--- config.mk ---
export PLATFORM = sky130hd
export DESIGN_NAME = mem_ctrl
export DESIGN_NICKNAME = d
export VERILOG_FILES = /design/src/rtl/mem_ctrl.sv
export SDC_FILE = /design/constraint.sdc
export NUM_CORES = 1
export LEC_CHECK = 0
export CORE_MARGIN = 2
export CORE_UTILIZATION = 40
export CTS_BUF_LIST = sky130_fd_sc_hd__clkbuf_8
export DETAILED_ROUTE_END_ITERATION = 12
export GPL_TIMING_DRIVEN = 0
export HOLD_SLACK_MARGIN = 0.06
export PLACE_DENSITY = 0.61
export SLEW_MARGIN = 20
export SYNTH_ARGS = -nofsm -noshare
export SYNTH_HDL_FRONTEND = slang
export SYNTH_SLANG_ARGS = --single-unit
--- constraint.sdc ---
create_clock -name clk -period 2.9 [get_ports clk]
set_input_delay 0.87 -clock clk [delete_from_list [all_inputs] [get_ports clk]]
set_output_delay 0.87 -clock clk [all_outputs]
set_load 0.02 [all_outputs]
--- src/rtl/mem_ctrl.sv ---
// Byte-serial memory controller: arbitrates fetcher and LSB onto the
// 8-bit RAM/IO bus, assembling and splitting little-endian words.
module mem_ctrl (
    input  logic        clk,
    input  logic        rst,
    input  logic        rdy,
    input  logic        ena_from_if,
    input  logic [31:0] pc_from_if,
    input  logic        drop_flag_from_if,
    output logic        ok_flag_to_if,
    output logic [31:0] inst_to_if,
    input  logic        ena_from_lsb,
    input  logic        wr_flag_from_lsb,
    input  logic [31:0] addr_from_lsb,
    input  logic [2:0]  size_from_lsb,
    input  logic [31:0] data_from_lsb,
    output logic        ok_flag_to_lsb,
    output logic [31:0] data_to_lsb,
    input  logic        rollback_flag_from_rob,
    input  logic        io_buffer_full,
    input  logic [7:0]  mem_din,
    output logic [7:0]  mem_dout,
    output logic [31:0] mem_a,
    output logic        mem_wr
);

    typedef enum logic [1:0] {IDLE, READ, WRITE} state_t;

    state_t      state;
    logic        pend_if;
    logic        pend_ls;
    logic [31:0] if_pc;
    logic [31:0] ls_addr;
    logic [31:0] ls_data;
    logic [2:0]  ls_size;
    logic        ls_wr;
    logic        src_ls;
    logic [2:0]  cnt;
    logic [2:0]  len;
    logic [31:0] shift_data;
    logic [31:0] rbuf;
    logic [1:0]  lane;
    logic [31:0] word;
    logic        live_if;
    logic        live_ls;
    logic        io_stall;
    logic        take_ls;
    logic        take_if;
    logic        abort;
    logic        done_rd;
    logic        done_wr;

    // A rollback only cancels loads; committed stores always go out.
    assign live_if  = pend_if & ~drop_flag_from_if;
    assign live_ls  = pend_ls & ~(rollback_flag_from_rob & ~ls_wr);
    assign io_stall = ls_wr & (ls_addr[17:16] == 2'b11) & io_buffer_full;
    assign take_ls  = (state == IDLE) & live_ls & ~io_stall;
    assign take_if  = (state == IDLE) & ~pend_ls & live_if;
    assign abort    = (state == READ) &
                      (src_ls ? rollback_flag_from_rob : drop_flag_from_if);
    assign done_rd  = (cnt == len + 3'd1);
    assign done_wr  = (cnt == len);
    assign lane     = cnt[1:0] - 2'd2;

    // Read data lags the address by one cycle, so the byte in flight on
    // edge k belongs to lane k-2.
    always_comb begin
        word = rbuf;
        word[8*lane +: 8] = mem_din;
    end

    always_ff @(posedge clk) begin
        if (rst) begin
            state          <= IDLE;
            pend_if        <= 1'b0;
            pend_ls        <= 1'b0;
            if_pc          <= '0;
            ls_addr        <= '0;
            ls_data        <= '0;
            ls_size        <= '0;
            ls_wr          <= 1'b0;
            src_ls         <= 1'b0;
            cnt            <= '0;
            len            <= '0;
            shift_data     <= '0;
            rbuf           <= '0;
            ok_flag_to_if  <= 1'b0;
            ok_flag_to_lsb <= 1'b0;
            inst_to_if     <= '0;
            data_to_lsb    <= '0;
            mem_a          <= '0;
            mem_dout       <= '0;
            mem_wr         <= 1'b0;
        end else if (rdy) begin
            ok_flag_to_if  <= 1'b0;
            ok_flag_to_lsb <= 1'b0;
            pend_if <= ~drop_flag_from_if &
                       ((pend_if & ~take_if) | ena_from_if);
            pend_ls <= (live_ls & ~take_ls) |
                       (ena_from_lsb & ~rollback_flag_from_rob);
            if (ena_from_if && !drop_flag_from_if) begin
                if_pc <= pc_from_if;
            end
            if (ena_from_lsb && !rollback_flag_from_rob) begin
                ls_wr   <= wr_flag_from_lsb;
                ls_addr <= addr_from_lsb;
                ls_size <= size_from_lsb;
                ls_data <= data_from_lsb;
            end
            unique case (state)
                IDLE: begin
                    if (take_ls) begin
                        mem_a  <= ls_addr;
                        len    <= ls_size;
                        cnt    <= 3'd1;
                        src_ls <= 1'b1;
                        rbuf   <= '0;
                        if (ls_wr) begin
                            state      <= WRITE;
                            mem_wr     <= 1'b1;
                            mem_dout   <= ls_data[7:0];
                            shift_data <= {8'h00, ls_data[31:8]};
                        end else begin
                            state <= READ;
                        end
                    end else if (take_if) begin
                        state  <= READ;
                        mem_a  <= if_pc;
                        len    <= 3'd4;
                        cnt    <= 3'd1;
                        src_ls <= 1'b0;
                        rbuf   <= '0;
                    end
                end
                READ: begin
                    cnt <= cnt + 3'd1;
                    if (cnt < len) begin
                        mem_a <= mem_a + 32'd1;
                    end
                    if (cnt >= 3'd2) begin
                        rbuf <= word;
                    end
                    if (abort) begin
                        state <= IDLE;
                    end else if (done_rd) begin
                        state <= IDLE;
                        if (src_ls) begin
                            ok_flag_to_lsb <= 1'b1;
                            data_to_lsb    <= word;
                        end else begin
                            ok_flag_to_if <= 1'b1;
                            inst_to_if    <= word;
                        end
                    end
                end
                WRITE: begin
                    if (done_wr) begin
                        state          <= IDLE;
                        mem_wr         <= 1'b0;
                        ok_flag_to_lsb <= 1'b1;
                    end else begin
                        mem_a      <= mem_a + 32'd1;
                        mem_dout   <= shift_data[7:0];
                        shift_data <= {8'h00, shift_data[31:8]};
                        cnt        <= cnt + 3'd1;
                    end
                end
                default: state <= IDLE;
            endcase
        end
    end

endmodule

==> flow_summary.json <==
{
  "status": "finished, final reports clean",
  "cpLargestDelayFamily": "buffers and inverters",
  "synth_warnings": 0,
  "worstSetupPathType": "in -> reg",
  "leakage_nw": 5.39,
  "layout_common_cells": "274 x dfxtp_1, 247 x nand2_1, 221 x clkdlybuf4s50_1",
  "maxCapViolCount": 0,
  "slew_viol_final": 0,
  "fin_skew_ns": 0.0188,
  "ir_drop_v": 0.000279,
  "fin_tns_setup_ns": 0,
  "critPathRequiredTime_ns": 3.38,
  "overflow": 0,
  "synth_area_um2": 11900,
  "setup_viol_count_final": 0,
  "r2r-end": "mem_a[30]",
  "syn-mean-instance-area_um2": 8.30,
  "worstMarginPinSlew_ns": 1.14,
  "startpoint_type": "input pin",
  "synthFlopType": "dfxtp_1",
  "critical_path.cell_chain": "clkdlybuf4s50_1 > clkinv_1 > nor2_1 > and2_1 > clkbuf_1 > buf_1 > nand2_1 > a21oi_1",
  "hp-class": "reg -> reg",
  "whs_path_depth": 2,
  "first_pass_iters": 6,
  "core_area_um2": 29500,
  "max_stage_delay_ns": 0.54,
  "grt_start_max_net_pins": 20,
  "final_design_area_no_fill_um2": 15600,
  "whs_endpoint": "rbuf[11]",
  "hold_viol": 0,
  "fin_crit_ns": 2.82,
  "synth_edf_count": 0,
  "max_slew_margin": 0.231,
  "cts_htree_levels": 2,
  "numCtsBuffers": 46,
  "drive_gt1_frac": 0.0708,
  "grt_pass1_vias": 10900,
  "io-pin-count": 223,
  "arrival_ns": 3.31,
  "area_delta_synth_final_pct": 30.6,
  "nNetsFinal": 1838,
  "hpwl_mm": 28.9,
  "final_util": 0.528,
  "grt_pass1_wl_mm": 60.1,
  "start_util": 0.404,
  "drt_iter0_drc": 818,
  "io_buffers": 221,
  "path_depth": 8,
  "syn-num-nets": 1567,
  "die_y_um": 177,
  "cts_tree": "done",
  "cts_root_buf": "clkbuf_8",
  "cp-end-kind": "register",
  "design.die.area_um2": 31200,
  "drt_wl_total_mm": 39.1,
  "dieWidth_um": 177,
  "fmax_mhz": 354,
  "grt_setup_unrepaired": "true",
  "placed_cell_area_um2": 14600,
  "placed_cells": 2046,
  "clockBufferDepth": 3,
  "post_drt_wl_per_cell_um": 18.4,
  "period_share": 0.974,
  "power.density_nw_per_um2": 513,
  "layoutNonFillerInstCount": 2129,
  "min-delay-start": "rbuf[11]",
  "numClockSinks": 274,
  "path_max_fanout": 10,
  "synth-async-reset-ratio": 0,
  "fillers": 2902,
  "crit-reg2reg-launch": "state[0]",
  "synth_seq_cells": 274,
  "syn_inst": 1435,
  "drc": 0,
  "yosysUniqueCellTypes": 71,
  "reg2reg_depth": 9,
  "regArea_um2": 5490,
  "reg2reg_slack_ns": 0.16,
  "cpMaxStageDelayCell": "clkdlybuf4s50_1",
  "layout_commonest_cell": "dfxtp_1",
  "num_rows": 63,
  "vias": 11500,
  "antenna_left": 0,
  "multi_input_comb_area_um2": 5840,
  "insertion_delay_ns": 0.57,
  "via_per_inst": 5.39,
  "grt_usage": 0.246,
  "path_clk_slew_ns": 0.06,
  "ys_seq_area_frac": 0.461,
  "gp_congestion": 0.932,
  "path_buf_inv": 4,
  "antenna_found_initial": 1
}
-- per-layer routing --
layer / GRT usage / routed length [um]
met1: 0.330 / 17500
met2: 0.389 / 17400
met3: 0.0497 / 2840
met4: 0.0937 / 1280
met5: 0 / 0
-- area by class of cell --
class | instances | area share
clock inverters | 22 | 0.00652
inverters | 44 | 0.0106
repair buffers | 224 | 0.144
diodes | 1 | 0.000161
flip-flops and latches | 274 | 0.353
well taps | 390 | 0.0314
plain buffers | 104 | 0.0282
multi-input cells | 1012 | 0.375
clock buffers | 58 | 0.0513
-- where the power goes --
group / internal (mW) / switching [mW]
Combinational: 0.301 / 0.418
Sequential: 3.83 / 0.0539
Clock: 1.80 / 1.57
Total: 5.93 / 2.04
-- synthesized netlist by cell type (3+ instances only) --
cell type    n  area (um2)
a31oi_1      6        37.5
and4_1       6        52.6
nand2_1    247         927
a21oi_1    185         926
a211oi_1   100         751
nand3b_1    10        75.1
a32oi_1      3        26.3
nor3_1       9        45.0
and3_1       7        43.8
o211ai_1     5        37.5
o2bb2ai_1    3        26.3
nand2b_1    21         131
buf_2       21         105
nand3_1     18        90.1
o32ai_1      8        70.1
nor4_1       7        43.8
nor2b_1     36         225
nand4_1     17         106
ha_1        16         200
nor2_1     139         522
o31ai_1      6        45.0
and2_1       6        37.5
mux2_2      12         135
inv_1       42         158
clkbuf_1    74         278
o22ai_1      6        37.5
dfxtp_1    274        5490
buf_1        7        26.3
or3_1        6        37.5
a22oi_1     27         203
mux2i_1     36         360
and4b_1      3        30.0
o21ai_0     21         105
-- how the worst max path moves through the flow --
stage / startpoint / to / slack [ns]
after global placement: rdy / ls_addr[0] / -0.77
final: rdy / ls_data[7] / 0.08
after detailed placement: rdy / ls_addr[0] / -0.83
after floorplan: io_buffer_full / mem_a[0] / 0.47
after global routing: rdy / ls_data[20] / -0.04
after CTS: cnt[0] / mem_a[24] / 0.1
-- flip-flops by register name, indices dropped and copies added, names as in the netlist --
name            flops
ls_size             3
pend_if             1
shift_data         24
ok_flag_to_if       1
pend_ls             1
rbuf               32
mem_a              32
src_ls              1
if_pc              32
inst_to_if         32
ls_addr            32
state               2
ok_flag_to_lsb      1
data_to_lsb        32
cnt                 3
mem_dout            8
mem_wr              1
ls_wr               1
ls_data            32
len                 3
-- through the flow --
step	setup slack (ns)	hold slack (ns)	total power, mW
6_report	0.0761	0.448	7.97
5_1_grt	-0.0356	0.461	8.26
4_1_cts	0.0973	0.449	8.03
3_5_place_dp	-0.829	0.440	4.68
3_3_place_gp	-0.767	0.433	4.67
2_1_floorplan	0.466	0.427	4.31
-- repair_timing --
action	CTS	global route
pin swaps	1	1
resized for setup	1	9
setup buffers	1	2
endpoints found under the setup margin	37	51
hold buffers	0	0
endpoints found under the hold margin	0	0
-- logic make-up (layout without fill, tap and decap cells) --
logic type,after synthesis,in the layout,synth area share
muxes,48,48,0.0416
DFF,274,274,0.461
adders and majority gates,16,16,0.0168
buffers and inverters,149,452,0.0504
other,0,1,0
xor gates and xnor gates,2,2,0.00273
AOI/OAI and AO/OA,401,401,0.217
and+or+nand+nor,545,545,0.211
-- worst min-delay path, delay by kind of cell (launching register included) --
| kind | cells | cell delay (ns) |
|---|---|---|
| DFF | 1 | 0.30 |
| AOI/OAI and AO/OA | 1 | 0.05 |
| and+or+nand+nor | 1 | 0.05 |
Power figures use the tool's default switching activity.
